[config.mk]
export PLATFORM = sky130hd
export DESIGN_NAME = serial_cmd_master_flat
export DESIGN_NICKNAME = d
export VERILOG_FILES = /design/src/rtl/serial_cmd_master_if.sv /design/src/rtl/serial_cmd_master.sv /design/src/flat_wrapper.sv
export SDC_FILE = /design/constraint.sdc
export NUM_CORES = 1
export LEC_CHECK = 0
export ABC_CLOCK_PERIOD_IN_PS = 5600
export BUFFER_PORTS_ARGS = -buffer_cell sky130_fd_sc_hd__buf_2
export CAP_MARGIN = 20
export CORE_MARGIN = 10
export CORE_UTILIZATION = 64
export CTS_BUF_LIST = sky130_fd_sc_hd__clkbuf_16
export CTS_CLUSTER_SIZE = 14
export DETAILED_ROUTE_END_ITERATION = 12
export PLACE_DENSITY_LB_ADDON = 0.05
export SYNTH_ARGS = -nofsm -noshare
export SYNTH_HDL_FRONTEND = slang
export SYNTH_SLANG_ARGS = --single-unit
[constraint.sdc]
create_clock -name clk -period 5.6 [get_ports clk]
set_input_delay 1.68 -clock clk [delete_from_list [all_inputs] [get_ports clk]]
set_output_delay 1.68 -clock clk [all_outputs]
set_load 0.02 [all_outputs]
[src/rtl/serial_cmd_master_if.sv]
// rtl/serial_cmd_master_if.sv - command, UART byte link and response buffer bundle for serial_cmd_master
//
// Signals:
//   cmd_*            command request: opcode, argument bytes, expected response count
//   txBusy/txStart/txData   byte launch towards a UART transmitter
//   rxReady/rxData   received byte strobe from a UART receiver
//   resp_addr/resp_data/resp_count   response buffer read port and fill level
//   busy/done/timeout   status and completion pulses
// modport master: the command engine; modport slave: the surrounding system.

interface serial_cmd_master_if;
  logic         cmd_valid;
  logic         cmd_ready;
  logic [7:0]   cmd_opcode;
  logic [5:0]   cmd_nargs;
  logic [255:0] cmd_args;
  logic [6:0]   cmd_nresp;

  logic         txBusy;
  logic         txStart;
  logic [7:0]   txData;

  logic         rxReady;
  logic [7:0]   rxData;

  logic [5:0]   resp_addr;
  logic [7:0]   resp_data;
  logic [6:0]   resp_count;

  logic         busy;
  logic         done;
  logic         timeout;

  modport master (
    input  cmd_valid, cmd_opcode, cmd_nargs, cmd_args, cmd_nresp,
    input  txBusy, rxReady, rxData, resp_addr,
    output cmd_ready, txStart, txData, resp_data, resp_count,
    output busy, done, timeout
  );

  modport slave (
    output cmd_valid, cmd_opcode, cmd_nargs, cmd_args, cmd_nresp,
    output txBusy, rxReady, rxData, resp_addr,
    input  cmd_ready, txStart, txData, resp_data, resp_count,
    input  busy, done, timeout
  );
endinterface

[src/rtl/serial_cmd_master.sv]
// rtl/serial_cmd_master.sv - serial command master: sends opcode + args over a UART, collects responses
//
// Ports:
//   clk   system clock, rising edge
//   rstn  asynchronous active-low reset
//   bus   serial_cmd_master_if.master (command in, UART tx/rx, response buffer, status)
// Parameter:
//   TIMEOUT  response inactivity limit in clk cycles (2 .. 2^24-1)

module serial_cmd_master #(
  parameter int TIMEOUT = 5000000
) (
  input  logic                       clk,
  input  logic                       rstn,
  serial_cmd_master_if.master        bus
);

  typedef enum logic [2:0] {
    IDLE  = 3'd0,
    SEND  = 3'd1,
    GAP   = 3'd2,
    DRAIN = 3'd3,
    RECV  = 3'd4
  } state_t;

  // The timeout pulse is registered, so it is raised on the edge where the
  // counter steps from TIMEOUT-2 to TIMEOUT-1; that puts the pulse in the
  // same cycle the counter reaches its limit.
  localparam logic [23:0] TMO_LAST = 24'(TIMEOUT - 2);

  state_t       state;
  logic [7:0]   opcode_q;
  logic [255:0] args_q;     // shifted right one byte per argument sent
  logic [6:0]   nresp_q;
  logic [5:0]   tx_total;   // 1 + clamped nargs
  logic [5:0]   tx_idx;     // bytes launched so far
  logic         gap_cnt;
  logic [23:0]  tmo_cnt;

  logic [7:0]   resp_mem [0:63];

  logic [5:0]   nargs_c;
  logic [6:0]   nresp_c;
  logic         capture;

  assign nargs_c = (bus.cmd_nargs > 6'd32) ? 6'd32 : bus.cmd_nargs;
  assign nresp_c = (bus.cmd_nresp > 7'd64) ? 7'd64 : bus.cmd_nresp;

  // Completion has priority over a late byte, so the buffer index never
  // exceeds nresp_q-1 (at most 63).
  assign capture = (state == RECV) && (bus.resp_count != nresp_q) && bus.rxReady;

  always_ff @(posedge clk or negedge rstn) begin
    if (!rstn) begin
      state          <= IDLE;
      bus.cmd_ready  <= 1'b1;
      bus.busy       <= 1'b0;
      bus.done       <= 1'b0;
      bus.timeout    <= 1'b0;
      bus.txStart    <= 1'b0;
      bus.txData     <= 8'h00;
      bus.resp_count <= 7'd0;
      opcode_q       <= 8'h00;
      args_q         <= '0;
      nresp_q        <= 7'd0;
      tx_total       <= 6'd0;
      tx_idx         <= 6'd0;
      gap_cnt        <= 1'b0;
      tmo_cnt        <= 24'd0;
    end else begin
      bus.txStart <= 1'b0;
      bus.done    <= 1'b0;
      bus.timeout <= 1'b0;

      case (state)
        IDLE: begin
          if (bus.cmd_valid && bus.cmd_ready) begin
            opcode_q       <= bus.cmd_opcode;
            args_q         <= bus.cmd_args;
            nresp_q        <= nresp_c;
            tx_total       <= nargs_c + 6'd1;
            tx_idx         <= 6'd0;
            bus.resp_count <= 7'd0;
            bus.busy       <= 1'b1;
            bus.cmd_ready  <= 1'b0;
            state          <= SEND;
          end
        end

        SEND: begin
          if (!bus.txBusy) begin
            bus.txStart <= 1'b1;
            if (tx_idx == 6'd0) begin
              bus.txData <= opcode_q;
            end else begin
              bus.txData <= args_q[7:0];
              args_q     <= {8'h00, args_q[255:8]};
            end
            tx_idx  <= tx_idx + 6'd1;
            gap_cnt <= 1'b0;
            state   <= GAP;
          end
        end

        GAP: begin
          if (!gap_cnt) begin
            gap_cnt <= 1'b1;
          end else if (tx_idx != tx_total) begin
            state <= SEND;
          end else if (nresp_q == 7'd0) begin
            state <= DRAIN;
          end else begin
            tmo_cnt <= 24'd0;
            state   <= RECV;
          end
        end

        DRAIN: begin
          if (!bus.txBusy) begin
            bus.done      <= 1'b1;
            bus.busy      <= 1'b0;
            bus.cmd_ready <= 1'b1;
            state         <= IDLE;
          end
        end

        RECV: begin
          if (bus.resp_count == nresp_q) begin
            bus.done      <= 1'b1;
            bus.busy      <= 1'b0;
            bus.cmd_ready <= 1'b1;
            state         <= IDLE;
          end else if (bus.rxReady) begin
            // A byte arriving on the expiry edge wins over the timeout.
            bus.resp_count <= bus.resp_count + 7'd1;
            tmo_cnt        <= 24'd0;
          end else if (tmo_cnt == TMO_LAST) begin
            bus.timeout   <= 1'b1;
            bus.busy      <= 1'b0;
            bus.cmd_ready <= 1'b1;
            tmo_cnt       <= 24'd0;
            state         <= IDLE;
          end else begin
            tmo_cnt <= tmo_cnt + 24'd1;
          end
        end

        default: begin
          state         <= IDLE;
          bus.busy      <= 1'b0;
          bus.cmd_ready <= 1'b1;
        end
      endcase
    end
  end

  // Response buffer keeps its contents through reset; the read port is
  // always live so the last command's bytes can be fetched at any time.
  always_ff @(posedge clk) begin
    if (capture) begin
      resp_mem[bus.resp_count[5:0]] <= bus.rxData;
    end
    bus.resp_data <= resp_mem[bus.resp_addr];
  end

endmodule

[src/flat_wrapper.sv]
// flat-port wrapper written by rule: the top's interface ports become plain ports
module serial_cmd_master_flat 
#(
  parameter int TIMEOUT = 5000000
)
  (clk, rstn, bus_cmd_valid, bus_cmd_opcode, bus_cmd_nargs, bus_cmd_args, bus_cmd_nresp, bus_txBusy, bus_rxReady, bus_rxData, bus_resp_addr, bus_cmd_ready, bus_txStart, bus_txData, bus_resp_data, bus_resp_count, bus_busy, bus_done, bus_timeout);
  serial_cmd_master_if bus_i ();
  input  logic clk;
  input  logic rstn;
  input wire logic [$bits(bus_i.cmd_valid)-1:0] bus_cmd_valid;
  input wire logic [$bits(bus_i.cmd_opcode)-1:0] bus_cmd_opcode;
  input wire logic [$bits(bus_i.cmd_nargs)-1:0] bus_cmd_nargs;
  input wire logic [$bits(bus_i.cmd_args)-1:0] bus_cmd_args;
  input wire logic [$bits(bus_i.cmd_nresp)-1:0] bus_cmd_nresp;
  input wire logic [$bits(bus_i.txBusy)-1:0] bus_txBusy;
  input wire logic [$bits(bus_i.rxReady)-1:0] bus_rxReady;
  input wire logic [$bits(bus_i.rxData)-1:0] bus_rxData;
  input wire logic [$bits(bus_i.resp_addr)-1:0] bus_resp_addr;
  output wire logic [$bits(bus_i.cmd_ready)-1:0] bus_cmd_ready;
  output wire logic [$bits(bus_i.txStart)-1:0] bus_txStart;
  output wire logic [$bits(bus_i.txData)-1:0] bus_txData;
  output wire logic [$bits(bus_i.resp_data)-1:0] bus_resp_data;
  output wire logic [$bits(bus_i.resp_count)-1:0] bus_resp_count;
  output wire logic [$bits(bus_i.busy)-1:0] bus_busy;
  output wire logic [$bits(bus_i.done)-1:0] bus_done;
  output wire logic [$bits(bus_i.timeout)-1:0] bus_timeout;
  assign bus_i.cmd_valid = bus_cmd_valid;
  assign bus_i.cmd_opcode = bus_cmd_opcode;
  assign bus_i.cmd_nargs = bus_cmd_nargs;
  assign bus_i.cmd_args = bus_cmd_args;
  assign bus_i.cmd_nresp = bus_cmd_nresp;
  assign bus_i.txBusy = bus_txBusy;
  assign bus_i.rxReady = bus_rxReady;
  assign bus_i.rxData = bus_rxData;
  assign bus_i.resp_addr = bus_resp_addr;
  assign bus_cmd_ready = bus_i.cmd_ready;
  assign bus_txStart = bus_i.txStart;
  assign bus_txData = bus_i.txData;
  assign bus_resp_data = bus_i.resp_data;
  assign bus_resp_count = bus_i.resp_count;
  assign bus_busy = bus_i.busy;
  assign bus_done = bus_i.done;
  assign bus_timeout = bus_i.timeout;
  serial_cmd_master #(.TIMEOUT(TIMEOUT)) u_core (.clk(clk), .rstn(rstn), .bus(bus_i));
endmodule
**Word-level counts from Yosys, hierarchy flattened**

Memories as Yosys holds them, arrays and structs flattened. A register that Yosys moved wholly into a read port is not among the register bits.
Cells that the tools add are included.

- Register bits after elaboration: 331
- RAM bits: 512
- Input bits: 296
- Output and inout bits: 28
- Memories: 1

Memory list:

| memory | words | width | read ports | clocked after Yosys merged registers in | write ports | RTL line | text |
|---|---|---|---|---|---|---|---|
| u_core.resp_mem | 64 | 8 | 1 | 1 | 1 | serial_cmd_master.sv:40 | `logic [7:0] resp_mem [0:63];` |

- Add/subtract/negate cells: 4
- $lt $le $gt $ge: 2
- Equal/unequal tests: 19
- Multiplexer cells: 54
- Bitwise operators: 2
- Reductions and logical operators: 20

Operators with widths:

| operator | count |
|---|---|
| 256-bit two-way mux | 3 |
| 256-bit one-hot mux with 2 select lines | 1 |
| 24-bit two-way mux | 6 |
| 24-bit one-hot mux with 2 select lines | 1 |
| 7-bit two-way mux | 4 |
| 3-bit two-way mux | 9 |
| 24-bit by 1-bit adder with 24-bit output, second input constant | 1 |
| 24-bit by 23-bit == test with 1-bit output, second input constant | 1 |
| 1-bit two-way mux | 19 |
| 6-bit two-way mux | 3 |
| 3-bit one-hot mux with 5 select lines | 1 |
| 2-bit != test, second input constant | 7 |
| 7-bit one-hot mux with 2 select lines | 1 |
| 6-bit by 1-bit adder with 6-bit output, second input constant | 2 |
| 6-bit one-hot mux with 2 select lines | 1 |
| 5-bit AND reduction | 2 |
| 8-bit two-way mux | 1 |
| 1-bit one-hot mux with 4 select lines | 2 |
| 4-bit AND reduction | 2 |
| 2-bit nonzero test | 4 |
| 7-bit by 1-bit adder with 7-bit output, second input constant | 1 |
| 7-bit == test | 1 |
| 7-bit > comparator, second input constant | 1 |
| 7-bit logical NOT | 1 |
| other kinds (17) | 26 |

**Depth between registers and ports, before layout**

Gate-level depths: netlist (run 1).

- Word-level depth: 5
- Depth in mapped cells: 10

**Least setup slack after synthesis (run 1)**

OpenSTA, ideal clock, no wires.

- Path type: input to register
- From: in bus_resp_addr[0]
- To: reg u_core.bus.resp_data[0] (read register of u_core.resp_mem)
- Arrival: 3.338 ns
- Path slack: 2.142 ns
- Stages: 7
- Path buffers: 3
- Cells stage by stage: buf_2 > buf_4 > buf_2 > mux4_2 > a22oi_1 > o41ai_1 > a211o_1

RTL lines:

| what | RTL line | text |
|---|---|---|
| start: declaration | flat_wrapper.sv:18 | `input wire logic [$bits(bus_i.resp_addr)-1:0] bus_resp_addr;` |
| end: declaration | serial_cmd_master_if.sv:37 | `output cmd_ready, txStart, txData, resp_data, resp_count,` |

**Final worst setup path (run 1)**

- From: reg u_core.bus.resp_count[5]
- To: mem u_core.resp_mem[38][5], enable pin

- Longest elaborated chain between the ends: 5

RTL lines:

| what | RTL line | text |
|---|---|---|
| start: declaration | serial_cmd_master_if.sv:37 |  |
| start signal: assignment | serial_cmd_master.sv:135 | `bus.resp_count <= bus.resp_count + 7'd1;` |
| 7-bit != test | serial_cmd_master.sv:51 | `assign capture = (state == RECV) && (bus.resp_count != nresp_q) && bus.rxReady;` |
| 1-bit logical AND (2 in a row) | serial_cmd_master.sv:51 |  |
| 1-bit two-way mux | serial_cmd_master.sv:160 | `if (capture) begin` |
| 1-bit two-way mux (not written as such) | serial_cmd_master.sv:161 | `resp_mem[bus.resp_count[5:0]] <= bus.rxData;` |
| end: declaration | serial_cmd_master.sv:40 |  |

Parallel ways exist; a longest one is shown, timed or not.

==> results.md, run 1 <==
* EDFF count, synth at ~500
* Nets@finish at roughly 3.3k
* Max Slew Vio Count at 0
* Post-synthesis mux area share at 8.64%
* Post-Syn Area at about 36,000 sq um
* CP Class: flip-flop to flip-flop
* Final setup viols at 0
* Most common cell after layout, fill and taps aside: nand2_1
* Worst slew pin tran at roughly 1.3 ns
* YS warnings at 0
* Io pins at 324
* Avg Vias per Cell at around 6.2
* Total wire length at 90,800 um
* Status: finished, final reports clean
* GRT Residual Overflow at 0
* Req. time, crit path at between 5 and 6 ns
* Tcrit/Tclk final at between 60% and 70%
* Placed insts at 3,688
* #FFs+latches synth at about 850
* Setup crit end kind: flip-flop
* Setup tns final at 0 ns
* Slew Limit Headroom at between 10% and 20%
* Ys async rst share at 38.9%
* Area Overhead vs Synth at 13.7%
* PostCTS Resize Cnt at 0
* Synth Instances at roughly 2.8k
* GRT Util Overall at 27.4%
* Initial antenna violation count at 1
* Leak at 0.0156 uW
* Power density cells at 460 nW/um^2
* Reg clk slew, reported paths at ~0.060 ns
* Clock skew at 0.0220 ns
* Max VDD drop at about 0.67 mV
* Worst-path maximum fanout at 11
* Cts hold-fix bufs at 0
* Synth Net Count at 3,068
* Achievable clock frequency at approximately 260 MHz
* CTS Buf Count at 85
* Routed WL per cell at between 20 and 25 um
* Max-cap viol count at 0
* Primary FF master, synth: edfxtp_1
* Post-synth cell types at 75
* Layout cell share with drive strength beyond 1 at 20.0%
* Uppermost routed layer: met4
* Met3 routed WL at 7880 um
* Chip height at ~260 um
* Die area at between 60,000 and 70,000 sq um
* Non-filler cells, final at slightly below 4k
* Synth Area in Compound Gates at around 7.4%
* Gpl congestion at 0.900
* Adder-cell share of the synthesized area at less than 1%
* Min Hold Slack at 0.467 ns
* Initial DRC count at between 2k and 3k
* Sink Count at 851
* First-pass GRT wire length at 140,000 um
* Synth area leader: edfxtp_1
* TritonRoute pass-1 iters at 6
* Most frequent cells in the layout: 608 x nand2_1, 512 x edfxtp_1, 354 x nor2_1, 330 x dfrtp_1, 320 x buf_2
* Unrepaired setup endpoints after global routing: false
* # port buffers at around 320
* Top-area cell type share of the netlist area at a little over two fifths
* Sequential share of the synthesized area at approximately two thirds
* Vias in the first global route at about 24k
* Post-synthesis share of cell area spent on xor and xnor gates at less than 1%
* CP arrival at 4.11 ns
* Post-Synth Simple-Gate Area at 13.2%
* # H-tree levels at 3
* Met1 routed wirelength after detailed routing at around 36,000 um
* Via count at between 20k and 25k
* Final Critical Period at ~3.8 ns
* Tightest Hold Check Type: flip-flop to flip-flop
* Detailed Place HPWL at between 50,000 and 60,000 um
* Metal2 WL at between 40,000 and 50,000 um
* Worst skew pair latency at 0.63 ns
* CTS tree: built
* Routed Antenna Nets at 0
* Clock Tree Buf Depth at 3
* Rows at between 80 and 90
* Hold Fails Final Rpt at 0
* Largest family of logic cells by synthesized area: simple AND/OR/NAND/NOR gates
* Clk root buf: clkbuf_16
* Setup bufs post-CTS at 0
* # DRC at 0
* CP Launch Type: flip-flop
* Initial core utilization at between 60 and 70%
* Avg Cell Area, Syn at roughly 13 sq um
* Core area at about 55,000 sq um
* Largest net degree at the start of global routing at 251
* Die Width at around 260 um
* Synth area leaders: edfxtp_1 43%, dfrtp_1 23%, mux4_2 7.8%, nand2_1 6.4%, a31oi_1 4.7%
## area by class of cell
| type | count | area (sq um) |
|---|---|---|
| Antenna cell | 1 | 2.50 |
| Clock buffer | 91 | 2280 |
| Clock inverter | 68 | 414 |
| Fill cell | 3595 | 14600 |
| Inverter | 11 | 41.3 |
| Multi-Input combinational cell | 1716 | 10700 |
| Sequential cell | 851 | 23800 |
| Tap cell | 748 | 936 |
| Timing Repair Buffer | 363 | 2170 |
## synthesized netlist by cell type (4+ instances only)
master,count
mux4_2,123
and3_1,14
a21o_1,4
and4_1,4
nand4_1,11
o21ai_0,31
a22oi_1,10
nand2b_1,12
nand3b_1,12
a211oi_1,6
inv_1,10
dfxtp_1,8
o22ai_1,16
nor3_2,4
buf_2,54
or3_1,4
o211ai_1,4
xnor2_1,8
mux2i_1,24
buf_4,41
nor3_1,13
buf_1,6
a41oi_1,5
nand2_1,608
a21oi_1,18
nor2b_1,16
xor2_1,16
nand3_1,33
o221ai_1,10
edfxtp_1,512
dfrtp_1,330
ha_1,6
nor4_1,8
clkbuf_1,84
nor2_1,354
a211o_1,6
and2_1,9
a31oi_1,268
## metrics by stage
stage | util, % | worst slack, ns | total power [uW] | area [sq um]
finish | 73.4 | 1.76 | 18600 | 40400
floorplan | - | 2.14 | 12000 | 35500
detailed placement | 68.5 | 1.21 | 13200 | 37700
CTS | 73.4 | 1.76 | 18600 | 40400
global placement | 68.2 | 1.42 | 13000 | 37500
global route | 73.4 | 1.56 | 19600 | 40400
## cells by family after synthesis
kind of cell | count (synthesis)
AOI/OAI and AO/OA | 406
xor gates and xnor gates | 24
adders and majority gates | 6
buffers and inverters | 199
DFF | 851
muxes | 152
and+or+nand+nor | 1128
## final timing paths
path / start / end / slack [ns] / cells after the start
max in group asynchronous: rstn / u_core.args_q[128] / 3.43 / 2
setup / recovery: u_core.bus.resp_count[5] / u_core.resp_mem[38][5] / 1.76 / 6
hold reg to reg: u_core.args_q[253] / u_core.args_q[253] / 0.47 / 2
min in group asynchronous: rstn / u_core.args_q[249] / 1.13 / 1
setup reg to reg: u_core.bus.resp_count[5] / u_core.resp_mem[38][5] / 1.76 / 6
hold / removal: u_core.args_q[253] / u_core.args_q[253] / 0.47 / 2
## sequential cells by signal (all words and copies together), names as in the netlist
signal / cells
u_core.gap_cnt: 1
u_core.bus.timeout: 1
u_core.resp_mem: 512
u_core.bus.busy: 1
u_core.bus.txData: 8
u_core.tx_idx: 6
u_core.tmo_cnt: 24
u_core.tx_total: 6
u_core.bus.done: 1
u_core.opcode_q: 8
u_core.args_q: 256
u_core.bus.txStart: 1
u_core.nresp_q: 7
u_core.state: 3
u_core.bus.resp_data: 8
u_core.bus.cmd_ready: 1
u_core.bus.resp_count: 7
## critical path: stages (launching register included)
cell and delay, ns:
dfrtp_1 0.85, xnor2_1 0.18, nand3_1 0.19, o21ai_2 0.12, nor2_1 0.39, nand4b_1 0.82
nor2_1 0.91
## report_power, final
group / internal, uW / switching [uW] / total [uW]
clock network: 3110 / 2330 / 5440
registers: 7780 / 682 / 8460
logic: 1670 / 2990 / 4670
## per-layer routing
metal | vias up | track usage, %
li1 | 10600 | -
met1 | 11900 | 37.1
met2 | 1175 | 44.1
met3 | 177 | 5.99
met4 | 0 | 8.13
met5 | - | 0
(Power assumes the default switching activity.)
==> run 2, diff against run 1 <==
--- a/config.mk
+++ b/config.mk
@@ -5,11 +5,11 @@
 export SDC_FILE = /design/constraint.sdc
 export NUM_CORES = 1
 export LEC_CHECK = 0
-export ABC_CLOCK_PERIOD_IN_PS = 5600
+export ABC_CLOCK_PERIOD_IN_PS = 3400
 export BUFFER_PORTS_ARGS = -buffer_cell sky130_fd_sc_hd__buf_2
 export CAP_MARGIN = 20
 export CORE_MARGIN = 10
-export CORE_UTILIZATION = 64
+export CORE_UTILIZATION = 54
 export CTS_BUF_LIST = sky130_fd_sc_hd__clkbuf_16
 export CTS_CLUSTER_SIZE = 14
 export DETAILED_ROUTE_END_ITERATION = 12
==> constraint.sdc (replaced) <==
create_clock -name clk -period 3.4 [get_ports clk]
set_input_delay 1.02 -clock clk [delete_from_list [all_inputs] [get_ports clk]]
set_output_delay 1.02 -clock clk [all_outputs]
set_load 0.02 [all_outputs]
==> results.md, run 2 (same netlist as run 1, synthesis figures left out) <==
* Hold Fails Final Rpt at 0 (unchanged)
* Worst-path maximum fanout at 15 (was 11)
* Max-cap viol count at 0 (unchanged)
* Max Slew Vio Count at 0 (unchanged)
* CP Launch Type: flip-flop (unchanged)
* RR Startpoint: u_core.tmo_cnt[0] (was u_core.bus.resp_count[5])
* Nets@finish at 3,456 (was 3,330)
* Sink Count at 851 (unchanged)
* Slew Limit Headroom at 41.6% (was 11.6%)
* Most common cell after layout, fill and taps aside: nand2_1 (unchanged)
* Reg clk slew, reported paths at 0.06 ns (about the same)
* Die Width at 276 um (was 256 um)
* Crit path capture: u_core.tmo_cnt[23] (was u_core.resp_mem[38][5])
* Io pins at 324 (unchanged)
* Setup tns final at 0 ns (unchanged)
* Crit path largest cell delay at 0.55 ns (was 0.91 ns)
* Clock Tree Buf Depth at 3 (unchanged)
* Setup crit end kind: flip-flop (unchanged)
* # H-tree levels at 3 (unchanged)
* R2R Path End: u_core.tmo_cnt[23] (was u_core.resp_mem[38][5])
* First-pass GRT wire length at 146,000 um (was 140,000 um)
* Power density cells at 749 nW/um^2 (was 460 nW/um^2)
* Crit path buf inv count at 1 (was 0)
* Largest net degree at the start of global routing at 159 (was 251)
* Layout cell share with drive strength beyond 1 at 23.2% (was 20.0%)
* Gpl congestion at 0.879 (was 0.900)
* Via count at 24.0k (was 23.9k)
* Worst R2R Path Depth at 8 (was 6)
* Tightest Hold Check Type: primary input to async pin (was flip-flop to flip-flop)
* Detailed Place HPWL at 64,700 um (was 59,500 um)
* Core area at 64,800 sq um (was 55,000 sq um)
* Total wire length at 94,600 um (was 90,800 um)
* Setup bufs post-CTS at 0 (unchanged)
* # port buffers at 323 (unchanged)
* Worst skew pair latency at 0.64 ns (was 0.63 ns)
* Vias in the first global route at 24.9k (was 24.0k)
* Initial DRC count at 2,260 (was 2,766)
* Max VDD drop at 0.654 mV (was 0.669 mV)
* Avg Vias per Cell at 5.88 (was 6.21)
* Worst slew pin tran at 0.871 ns (was 1.33 ns)
* Max reg flops at 512 (unchanged)
* Req. time, crit path at 3.91 ns (was 5.86 ns)
* # DRC at 0 (unchanged)
* Initial antenna violation count at 0 (was 1)
* Area Overhead vs Synth at 16.8% (was 13.7%)
* Die area at 76,400 sq um (was 65,300 sq um)
* Rows at 93 (was 86)
* Ant diodes at 0 (was 1)
* CP arrival at 3.40 ns (was 4.11 ns)
* CTS Buf Count at 90 (was 85)
* Flop-to-flop setup slack at 0.51 ns (was 1.76 ns)
* TritonRoute pass-1 iters at 6 (unchanged)
* Achievable clock frequency at 346 MHz (was 260 MHz)
* Final setup viols at 0 (unchanged)
* Initial core utilization at 54.8% (was 64.6%)
* Clk root buf: clkbuf_16 (unchanged)
* Most frequent cells in the layout: 608 x nand2_1, 512 x edfxtp_1, 354 x nor2_1, 330 x dfrtp_1, 320 x buf_2 (unchanged)
* Worst setup path startpoint: u_core.tmo_cnt[0] (was u_core.bus.resp_count[5])
* Leak at 0.0162 uW (was 0.0156 uW)
* Routed WL per cell at 23.2 um (was 23.6 um)
* Chip height at 276 um (was 256 um)
* Top delay family on crit path: simple AND/OR/NAND/NOR gates (unchanged)
* Tcrit/Tclk final at 85.1% (was 68.6%)
* Routed Antenna Nets at 0 (unchanged)
* Stages on worst setup path at 8 (was 6)
* Slowest CP cell: or3_1 (was nor2_1)
* GRT Residual Overflow at 0 (unchanged)
* GRT Util Overall at 24.4% (was 27.4%)
* Status: finished, final reports clean (unchanged)
* Unrepaired setup endpoints after global routing: false (unchanged)
* CTS tree: built (unchanged)
* Final Worst Setup Slack at 0.506 ns (was 1.76 ns)
* CP Class: flip-flop to flip-flop (unchanged)
* PostCTS Resize Cnt at 0 (unchanged)
* Cts hold-fix bufs at 0 (unchanged)
* Final Critical Period at 2.89 ns (was 3.84 ns)
* Pre-CTS setup slack at 0.124 ns (was 1.21 ns)
* Clock skew at 0.0272 ns (was 0.0220 ns)
* Crit-path cells: inv_1 > ha_1 > nor4bb_1 > nand4_1 > o211ai_2 > or3_1 > nor3_1 > a211o_1 (was xnor2_1 > nand3_1 > o21ai_2 > nor2_1 > nand4b_1 > nor2_1)
-- run 2: changes by cell type in the layout (fill, tap and decap cells not counted), sizes merged --
cell and change:
buf +121, clkbuf +1, clkinv +6, clkinvlp +1, diode -1, inv -3
-- run 2: where the power goes --
group | switching, uW | total (uW) | internal, uW
registers | 1100 | 13900 | 12800
logic | 5070 | 7990 | 2920
clock network | 3980 | 9170 | 5190
total | 10100 | 31100 | 20900
-- run 2: stage by stage --
| step | hold slack [ns] | util [%] | total power [uW] | instances | instance area [sq um] |
|---|---|---|---|---|---|
| 5_1_grt | 0.444 | 64.0 | 33000 | 4081 | 41500 |
| 2_1_floorplan | 0.439 | - | 19800 | 2766 | 35500 |
| 6_report | 0.383 | 64.0 | 31100 | 4081 | 41500 |
| 3_5_place_dp | 0.459 | 59.8 | 22100 | 3917 | 38700 |
| 4_1_cts | 0.424 | 64.0 | 31300 | 4081 | 41500 |
| 3_3_place_gp | 0.452 | 59.8 | 21900 | 3917 | 38700 |
-- run 2: layout make-up --
| type | instances | area (sq um) |
|---|---|---|
| sequential | 851 | 23800 |
| clock inverter | 72 | 437 |
| inverter | 11 | 41.3 |
| clock buffer | 92 | 2300 |
| tap | 855 | 1070 |
| fill | 5000 | 23300 |
| multi-input combinational | 1716 | 10700 |
| timing repair buffer | 484 | 3080 |
-- run 2: metal layers --
metal | GRT usage [%] | share of wire [%]
met1 | 32.0 | 41
met2 | 40.7 | 50
met3 | 4.94 | 6.7
met4 | 7.20 | 2.7
met5 | 0 | 0
-- run 2: how the worst min path moves through the flow --
stage | from | end | slack (ns)
floorplan | u_core.args_q[248] | u_core.args_q[248] | 0.44
global placement | u_core.bus.busy | u_core.bus.busy | 0.45
detailed placement | u_core.gap_cnt | u_core.gap_cnt | 0.46
CTS | rstn | u_core.args_q[252] | 0.42
global route | rstn | u_core.args_q[250] | 0.44
finish | rstn | u_core.args_q[250] | 0.38
